File: src/rtl/decode_stage_pkg.sv
// Shared ALU operation encodings and decode constants.
package decode_stage_pkg;

  // Opcodes that get special immediate / write-position handling in decode.
  localparam logic [3:0] OPC_WRITE = 4'h8;
  localparam logic [3:0] OPC_LOAD  = 4'h9;
  localparam logic [3:0] OPC_JMP   = 4'hC;

  // rD write position: full word, low byte or high byte.
  localparam logic [1:0] WPOS_FULL = 2'd0;
  localparam logic [1:0] WPOS_LOW  = 2'd1;
  localparam logic [1:0] WPOS_HIGH = 2'd2;

endpackage

File: src/rtl/decode_fifo.sv
// Generic synchronous FIFO with async active-high reset and synchronous flush.
// Storage is cleared on reset so the head reads as zero until the first push.
module decode_fifo #(
  parameter int unsigned WIDTH = 8,
  parameter int unsigned DEPTH = 2
) (
  input  logic             i_clk,
  input  logic             i_reset,
  input  logic             i_flush,
  input  logic             i_push,
  input  logic [WIDTH-1:0] i_data,
  input  logic             i_pop,
  output logic [WIDTH-1:0] o_data,
  output logic             o_full,
  output logic             o_empty
);

  localparam int unsigned PtrW = $clog2(DEPTH);
  localparam int unsigned CntW = $clog2(DEPTH + 1);

  logic [WIDTH-1:0] r_mem [DEPTH];
  logic [PtrW-1:0]  r_wr_ptr;
  logic [PtrW-1:0]  r_rd_ptr;
  logic [CntW-1:0]  r_count;
  logic             w_push;
  logic             w_pop;

  assign o_full  = (r_count == CntW'(DEPTH));
  assign o_empty = (r_count == '0);
  assign w_push  = i_push && !o_full && !i_flush;
  assign w_pop   = i_pop && !o_empty && !i_flush;
  assign o_data  = r_mem[r_rd_ptr];

  // Pointer and occupancy tracking; pointers wrap naturally since DEPTH is a power of two.
  always_ff @(posedge i_clk or posedge i_reset) begin
    if (i_reset) begin
      r_wr_ptr <= '0;
      r_rd_ptr <= '0;
      r_count  <= '0;
    end else if (i_flush) begin
      r_wr_ptr <= '0;
      r_rd_ptr <= '0;
      r_count  <= '0;
    end else begin
      if (w_push) r_wr_ptr <= r_wr_ptr + PtrW'(1);
      if (w_pop)  r_rd_ptr <= r_rd_ptr + PtrW'(1);
      if (w_push && !w_pop)      r_count <= r_count + CntW'(1);
      else if (w_pop && !w_push) r_count <= r_count - CntW'(1);
    end
  end

  // Entry storage; cleared on reset so no stale data is ever presented.
  always_ff @(posedge i_clk or posedge i_reset) begin
    if (i_reset) begin
      for (int i = 0; i < int'(DEPTH); i++) r_mem[i] <= '0;
    end else if (w_push) begin
      r_mem[r_wr_ptr] <= i_data;
    end
  end

endmodule

File: src/rtl/decode_stage.sv
// Buffered instruction decoder: splits raw instructions into fields and queues
// the decoded result so fetch and execute can stall independently.
module decode_stage
  import decode_stage_pkg::*;
#(
  parameter  int unsigned OPC_W  = 4,
  parameter  int unsigned REG_W  = 3,
  parameter  int unsigned DEPTH  = 2,
  localparam int unsigned INSN_W = OPC_W + 3 * REG_W + 3,
  localparam int unsigned IMM_W  = 2 * REG_W + 2
) (
  input  logic              I_clk,
  input  logic              I_reset,
  input  logic              I_flush,
  input  logic              I_valid,
  input  logic [INSN_W-1:0] I_instruction,
  output logic              O_ready,
  output logic              O_valid,
  input  logic              I_ready,
  output logic [OPC_W-1:0]  O_opcode,
  output logic [REG_W-1:0]  O_rD_select,
  output logic [REG_W-1:0]  O_rA_select,
  output logic [REG_W-1:0]  O_rB_select,
  output logic              O_mode,
  output logic [IMM_W-1:0]  O_immediate,
  output logic [1:0]        O_rD_write_pos
);

  localparam int unsigned ENT_W = OPC_W + 3 * REG_W + 1 + IMM_W + 2;
  localparam logic [OPC_W-1:0] OpcWrite = OPC_W'(OPC_WRITE);
  localparam logic [OPC_W-1:0] OpcLoad  = OPC_W'(OPC_LOAD);
  localparam logic [OPC_W-1:0] OpcJmp   = OPC_W'(OPC_JMP);

  logic [OPC_W-1:0] w_opcode;
  logic [REG_W-1:0] w_rd;
  logic [REG_W-1:0] w_ra;
  logic [REG_W-1:0] w_rb;
  logic             w_mode;
  logic [1:0]       w_lo;
  logic [IMM_W-1:0] w_imm;
  logic [1:0]       w_wpos;
  logic [ENT_W-1:0] w_entry;
  logic [ENT_W-1:0] w_head;
  logic             w_push;
  logic             w_pop;
  logic             w_full;
  logic             w_empty;

  // Layout, MSB to LSB: opcode | rD | mode | rA | rB | lo[1:0]
  assign w_opcode = I_instruction[INSN_W-1 -: OPC_W];
  assign w_rd     = I_instruction[3*REG_W+2 -: REG_W];
  assign w_mode   = I_instruction[2*REG_W+2];
  assign w_ra     = I_instruction[2*REG_W+1 -: REG_W];
  assign w_rb     = I_instruction[REG_W+1 -: REG_W];
  assign w_lo     = I_instruction[1:0];

  // Immediate formation and rD write position, chosen by opcode class.
  always_comb begin
    w_imm  = {{REG_W{w_rb[REG_W-1]}}, w_rb, w_lo};
    w_wpos = WPOS_FULL;
    if (w_opcode == OpcWrite) begin
      w_imm = {{REG_W{w_rd[REG_W-1]}}, w_rd, w_lo};
    end else if (w_opcode == OpcLoad || w_opcode == OpcJmp) begin
      w_imm  = {w_ra, w_rb, w_lo};
      w_wpos = w_mode ? WPOS_HIGH : WPOS_LOW;
    end
  end

  assign w_entry = {w_opcode, w_rd, w_ra, w_rb, w_mode, w_imm, w_wpos};

  // Ready depends only on registered occupancy, never on I_ready.
  assign O_ready = !w_full;
  assign O_valid = !w_empty;
  assign w_push  = I_valid && O_ready && !I_flush;
  assign w_pop   = O_valid && I_ready && !I_flush;

  decode_fifo #(
    .WIDTH (ENT_W),
    .DEPTH (DEPTH)
  ) u_fifo (
    .i_clk   (I_clk),
    .i_reset (I_reset),
    .i_flush (I_flush),
    .i_push  (w_push),
    .i_data  (w_entry),
    .i_pop   (w_pop),
    .o_data  (w_head),
    .o_full  (w_full),
    .o_empty (w_empty)
  );

  assign {O_opcode, O_rD_select, O_rA_select, O_rB_select, O_mode, O_immediate,
          O_rD_write_pos} = w_head;

endmodule

File: config.mk
export PLATFORM = sky130hd
export DESIGN_NAME = decode_stage
export DESIGN_NICKNAME = d
export VERILOG_FILES = /design/src/rtl/decode_stage_pkg.sv /design/src/rtl/decode_fifo.sv /design/src/rtl/decode_stage.sv
export SDC_FILE = /design/constraint.sdc
export NUM_CORES = 1
export LEC_CHECK = 0
export BUFFER_PORTS_ARGS = -buffer_cell sky130_fd_sc_hd__buf_2
export CAP_MARGIN = 15
export CORE_MARGIN = 3
export CORE_UTILIZATION = 50
export CTS_CLUSTER_DIAMETER = 30
export DETAILED_ROUTE_END_ITERATION = 10
export PLACE_DENSITY = 0.73
export SLEW_MARGIN = 20
export SYNTH_ARGS = -nofsm -noshare
export SYNTH_HDL_FRONTEND = slang
export SYNTH_SLANG_ARGS = --single-unit
File: constraint.sdc
create_clock -name I_clk -period 3.5 [get_ports I_clk]
set_input_delay 0.7 -clock I_clk [delete_from_list [all_inputs] [get_ports I_clk]]
set_output_delay 0.7 -clock I_clk [all_outputs]
set_load 0.05 [all_outputs]
==> results of run 1 <==
==> flip-flops by register name, summed over array words and instances (netlist names) <==
signal / count
u_fifo.r_wr_ptr: 1
u_fifo.r_mem: 48
u_fifo.r_count: 2
u_fifo.r_rd_ptr: 1
==> critical path: stages (launching register included) <==
cell and delay [ns]:
dfrtp_1 0.58, buf_4 0.35, mux2_2 0.38, buf_2 0.21
==> metrics by stage <==
stage	power (mW)	utilization
floorplan	1.324	-
global placement	1.437	0.5923
detailed placement	1.447	0.5923
CTS	1.855	0.6151
global route	1.934	0.6151
finish	1.835	0.6151
==> power by group through the flow <==
stage                     clock network [mW]  registers, mW  logic [mW]
after floorplan                            0          0.787       0.537
after global routing                   0.441          0.821       0.673
after global placement                     0          0.810       0.627
after detailed placement                   0          0.814       0.632
final                                  0.405          0.803       0.628
after CTS                              0.417          0.803       0.636
==> kinds of logic after synthesis <==
group / after synthesis
AOI/OAI and AO/OA: 24
and+or+nand+nor: 24
xor gates and xnor gates: 2
DFF: 52
buffers and inverters: 13
muxes: 67
==> synthesized netlist by cell type (all sizes together) <==
cell	number
a41oi	6
xor2	2
and2b	1
nor3b	2
nor3	2
mux2	66
a21o	1
o31ai	1
a21oi	3
inv	5
nand4b	4
nand3	2
nand2b	2
nor4b	1
nand2	3
nand3b	1
o21ai	6
clkbuf	1
mux2i	1
dfrtp	52
nor2	3
a22oi	1
a31oi	6
buf	7
and2	2
nor2b	1
==> final cells by class <==
cell class,count,area (µm²)
multi-input combinational,117,1226
timing repair buffer,50,260.3
clock inverter,3,42.54
sequential,52,1301
tap,67,83.83
inverter,5,18.77
clock buffer,5,68.82
fill,437,1878
==> metal layers <==
metal	GRT usage	wire length, µm	vias up
li1	-	-	767
met5	0	0	-
met4	0.02622	30	0
met1	0.2508	2381	789
met2	0.2774	2353	32
met3	0.05161	199	4
==> worst paths after layout <==
| kind | to | slack [ns] | startpoint | cells after the start |
|---|---|---|---|---|
| max reg2reg | u_fifo.r_mem[29] | 1.81 | u_fifo.r_count[1] | 4 |
| max | O_immediate[7] | 0.98 | u_fifo.r_rd_ptr | 3 |
| min | u_fifo.r_mem[22] | 0.51 | u_fifo.r_mem[22] | 1 |
| max in group asynchronous | u_fifo.r_mem[1] | 2.25 | I_reset | 3 |
| min reg2reg | u_fifo.r_mem[22] | 0.51 | u_fifo.r_mem[22] | 1 |
| min in group asynchronous | u_fifo.r_mem[42] | 0.54 | I_reset | 2 |
==> metrics.md, run 1 <==
| Metric | Value |
|---|---|
| Run status | completed |
| Hold Buf Count CTS | 0 |
| WL per Instance | between 15 and 20 µm |
| Adder-cell share of the synthesized area | 0 |
| RSZ-0062 raised after global routing | false |
| Final setup margin | 0.9773 ns |
| Dpl hpwl | 3.463 mm |
| Synth Area in XOR/XNOR | 0.006705 |
| Worst slack, placed | about 1.3 ns |
| Number of buffers created by CTS | 5 |
| First-pass GRT wire length | roughly 8.5 mm |
| Post-synthesis cell area | around 2600 µm² |
| Switch share | 0.3463 |
| Vias | 1,592 |
| F_max | just under 400 MHz |
| Setup_tns | 0 ns |
| Most frequent cells in the layout | 52 x dfrtp_1, 46 x buf_2, 40 x mux2_2, 26 x mux2_4 |
| Most common cell after layout, fill and taps aside | dfrtp_1 |
| Actual slew at the worst max-slew pin | 0.7734 ns |
| DP Area | 2890 µm² |
| Core area | approximately 5000 µm² |
| Gpl congestion | 0.7007 |
| Switching power | between 0.6 and 0.7 mW |
| Final Max Tran Viols | 0 |
| Synth warn | 0 |
| Area contributors post-synth | dfrtp_1 50%, mux2_2 17%, mux2_4 15% |
| Post-synthesis simple-gate area fraction | 0.07615 |
| I/O Pins | 47 |
| Die height | approximately 80 µm |
| Cell taking the most area after synthesis | dfrtp_1 |
| Post-synthesis register bit count | 52 |
| Main combinational cell family by area after synthesis | multiplexers |
| Die area | between 6000 and 7000 µm² |
| I/O Buffers | between 40 and 50 |
| Drt pass-1 iters | 4 |
| CTS clk-pin slew, worst paths | approximately 0.09 ns |
| Die width | approximately 78 µm |
| Vias in the first global route | 1,652 |
| Part of the power in registers | 0.437 |
| Post-synthesis compound-gate area fraction | 0.06082 |
| Max-slew headroom | 0.4837 |
| Final WL | between 4 and 5 mm |
| Overflow after GRT | 0 |
| Rows | 25 |
| Clock insertion delay at the later pin of the skew report | around 0.3 ns |
| Synthesized instance count | about 180 |
| Antenna diodes | 0 |
| Hold Slack | between 0.5 and 0.6 ns |
| Pint | 1.199 mW |
| Hold Vio Cnt, Final | 0 |
| Crit. End Element | primary output |
| # resized after CTS | 0 |
| Minimum clock period | between 2 and 3 ns |
| WP data arrival | between 1.5 and 2 ns |
| Remaining DRCs | 0 |
| CP Launch Type | flip-flop |
| Worst Setup Path Type | reg -> out |
| Number of setup buffers added after CTS | 0 |
| Post-synthesis sequential area ratio | 0.4981 |
| Initial core utilization | 0.5354 |
| Area Overhead vs Synth | 14.89% |
| Final setup fails | 0 |
| Routed Antenna Nets | 0 |
| CTS tree | done |
| Final cycle utilization of the critical path | 0.7208 |
| MaxCap Viol Count | 0 |
| Synth unique cells | 32 |
| Mean number of vias per cell | between 5 and 6 |
| Clock Skews | around 0.0039 ns |
| DRT iter0 DRCs | 54 |
| Critical Path RT | between 2 and 3 ns |
| Antenna violations before repair | 0 |
| Placed insts | between 200 and 300 |
| Post-synthesis mux area share | 0.3257 |
| Clock Power Share | 0.221 |
| Worst VDD drop | around 0.33 mV |
| Syn Nets | between 200 and 250 |
| Gr usage total | 0.1771 |
| Pleak | 1.355 nW |
| Critical Path Fanout Max | 18 |
| Final #Nets | approximately 250 |
| CTS H-tree depth | 2 |
| Share of cells above drive strength 1 | 0.5733 |
| Finished Cell Area | roughly 3000 µm² |
| Largest net degree at the start of global routing | 38 |
| Average size of a mapped cell | about 14 µm² |
| CTS Sinks | 52 |
| Post-synth top area share | 0.4981 |
| Areal power density over the cells | ~610 nW/µm² |
| Comb power frac | 0.342 |
| Hold Crit Class | reg -> reg |
| Post-Layout Cell Count | approximately 300 |
| Root Driver | clkbuf_8 |
| Clk buf depth | 2 |
Note: power is estimated with default switching activity, not from simulation.
==> inputs of run 2 (changes only) <==
PLACE_DENSITY = 0.76   (was 0.73)
clock period = 2.1 ns   (was 3.5 ns; I/O delays follow)
==> metrics.md, run 2 (synthesis gave the netlist of run 1 again) <==
| Metric | Value |
|---|---|
| Gpl congestion | 0.7546 (was 0.7007) |
| Top Registers | u_fifo.r_mem (48), u_fifo.r_count (2) (unchanged) |
| Switch share | 0.3479 (was 0.3463) |
| Start point of the critical path | u_fifo.r_rd_ptr (unchanged) |
| CTS clk-pin slew, worst paths | 0.10 ns (was 0.09 ns) |
| Dpl hpwl | 3.533 mm (was 3.463 mm) |
| Run status | completed (unchanged) |
| Reg-to-reg slack, setup | 0.51 ns (was 1.81 ns) |
| Part of the power in registers | 0.436 (was 0.437) |
| Worst R2R End | u_fifo.r_mem[36] (was u_fifo.r_mem[29]) |
| Rows | 25 (unchanged) |
| Levels on crit path | 3 (unchanged) |
| Final #Nets | 255 (was 252) |
| Crit path largest cell delay | 0.47 ns (was 0.58 ns) |
| Root Driver | clkbuf_8 (unchanged) |
| Die area | 6129 µm² (unchanged) |
| Crit path to | O_mode (was O_immediate[7]) |
| Remaining DRCs | 0 (unchanged) |
| Area Overhead vs Synth | 16.71% (was 14.89%) |
| CTS Sinks | 52 (unchanged) |
| Crit. End Element | primary output (unchanged) |
| Post-Layout Cell Count | 302 (was 299) |
| Pint | 2.010 mW (was 1.199 mW) |
| Share of cells above drive strength 1 | 0.5787 (was 0.5733) |
| CTS tree | done (unchanged) |
| Mean number of vias per cell | 5.450 (was 5.324) |
| Largest net degree at the start of global routing | 32 (was 38) |
| Final cycle utilization of the critical path | 0.9499 |
| CP cell instances | buf_12 -> mux2_2 -> buf_2 (was buf_4 -> mux2_2 -> buf_2) |
| Antenna diodes | 0 (unchanged) |
| Core area | 4880 µm² (unchanged) |
| Areal power density over the cells | 1011 nW/µm² (was 611.3 nW/µm²) |
| Vias in the first global route | 1,674 (was 1,652) |
| DRT iter0 DRCs | 140 (was 54) |
| Clock Skews | 0.007701 ns (was 0.003865 ns) |
| F_max | 501.3 MHz |
| Initial core utilization | 0.5354 (unchanged) |
| Met3 Usage GRT | 0.03784 (was 0.05161) |
| Worst VDD drop | 0.4749 mV (was 0.3274 mV) |
| Overflow after GRT | 0 (unchanged) |
| CTS H-tree depth | 2 (unchanged) |
| First-pass GRT wire length | 8.280 mm (was 8.514 mm) |
| Worst Setup Path Type | reg -> out (unchanged) |
| WL per Instance | 16.88 µm (was 16.60 µm) |
| Drt pass-1 iters | 4 (unchanged) |
| Vias | 1,646 (was 1,592) |
| Actual slew at the worst max-slew pin | 0.4744 ns (was 0.7734 ns) |
| Reg2reg path depth | 4 (unchanged) |
| Gr usage total | 0.1723 (was 0.1771) |
| Slowest-stage cell, CP | dfrtp_1 (unchanged) |
| Clock insertion delay at the later pin of the skew report | 0.30 ns (about the same) |
| Clk buf depth | 2 (unchanged) |
| Routed Antenna Nets | 0 (unchanged) |
| Max-slew headroom | 0.6832 (was 0.4837) |
| Hold Vio Cnt, Final | 0 (unchanged) |
| # resized after CTS | 0 (unchanged) |
| MaxCap Viol Count | 0 (unchanged) |
| M2 GR Usage | 0.2825 (was 0.2774) |
| RSZ-0062 raised after global routing | false (unchanged) |
| Clock Power Share | 0.219 (was 0.221) |
| Setup_tns | 0 ns (unchanged) |
| Most frequent cells in the layout | 52 x dfrtp_1, 46 x buf_2, 40 x mux2_2, 26 x mux2_4 (unchanged) |
| Final WL | 5.098 mm (was 4.964 mm) |
| Die height | 78.29 µm (unchanged) |
| Most common cell after layout, fill and taps aside | dfrtp_1 (unchanged) |
| Met1 usage | 0.2369 (was 0.2508) |
| Number of buffers created by CTS | 5 (unchanged) |
| I/O Pins | 47 (unchanged) |
| WP data arrival | 1.57 ns (was 1.82 ns) |
| Largest register by flop count | u_fifo.r_mem (unchanged) |
| Final setup fails | 0 (unchanged) |
| Hold Buf Count CTS | 0 (unchanged) |
| Most Crowded Layer GR | met2 (unchanged) |
| Pleak | 1.378 nW (was 1.355 nW) |
| Family with the most delay on the worst path | flip-flops (unchanged) |
| Die width | 78.29 µm (unchanged) |
| Comb power frac | 0.345 (was 0.342) |
| I/O Buffers | 46 (unchanged) |
| Buffers & Inverters on Critical Path | 2 (unchanged) |
| Antenna violations before repair | 0 (unchanged) |
| CP Launch Type | flip-flop (unchanged) |
| Hold Crit Class | in -> async (was reg -> reg) |
| Placed insts | 294 (was 291) |
| FF-to-FF Start | u_fifo.r_count[1] (unchanged) |
| Number of setup buffers added after CTS | 0 (unchanged) |
| Final Max Tran Viols | 0 (unchanged) |
| Minimum clock period | ~2 ns |
| Switching power | 1.072 mW (was 0.6355 mW) |
| Critical Path Fanout Max | 23 (was 18) |
| Critical Path RT | 1.68 ns (was 2.80 ns) |
| Largest register FFs | 48 (unchanged) |
[run 2: cell type report]
type | instances | area, µm²
sequential | 52 | 1301
timing repair buffer | 53 | 307.8
clock inverter | 3 | 42.54
inverter | 5 | 18.77
clock buffer | 5 | 68.82
fill | 395 | 1831
tap | 67 | 83.83
multi-input combinational | 117 | 1226
[run 2: layer usage]
| metal | up-vias | share of wire |
|---|---|---|
| met3 | 2 | 0.046 |
| met2 | 51 | 0.49 |
| met5 | - | 0 |
| met4 | 0 | 0.0029 |
| li1 | 774 | - |
| met1 | 819 | 0.46 |
[run 2: worst min path at each step]
stage	endpoint	cells past startpoint	start	slack [ns]
2_1_floorplan	u_fifo.r_mem[1]	2	u_fifo.r_mem[1]	0.47
3_3_place_gp	u_fifo.r_mem[44]	2	I_reset	0.46
3_5_place_dp	u_fifo.r_mem[46]	2	I_reset	0.47
4_1_cts	u_fifo.r_mem[43]	2	I_reset	0.14
5_1_grt	u_fifo.r_mem[43]	2	I_reset	0.16
6_report	u_fifo.r_mem[43]	2	I_reset	0.12
[run 2: stage by stage]
step	power, mW	hold WS [ns]	setup WS (ns)	area (µm²)	util
2_1_floorplan	2.207	0.4718	0.2275	2613	-
5_1_grt	3.226	0.1567	0.04816	3049	0.6249
3_5_place_dp	2.428	0.4688	0.3325	2938	0.6021
3_3_place_gp	2.402	0.4650	0.3599	2938	0.6021
4_1_cts	3.113	0.1368	0.08716	3049	0.6249
6_report	3.082	0.1243	0.1052	3049	0.6249
[run 2: power by group through the flow]
stage	Sequential, mW	Clock, mW	Combinational [mW]
4_1_cts	1.34	0.695	1.08
3_3_place_gp	1.35	0	1.05
3_5_place_dp	1.36	0	1.07
2_1_floorplan	1.31	0	0.895
6_report	1.34	0.674	1.06
5_1_grt	1.37	0.732	1.13
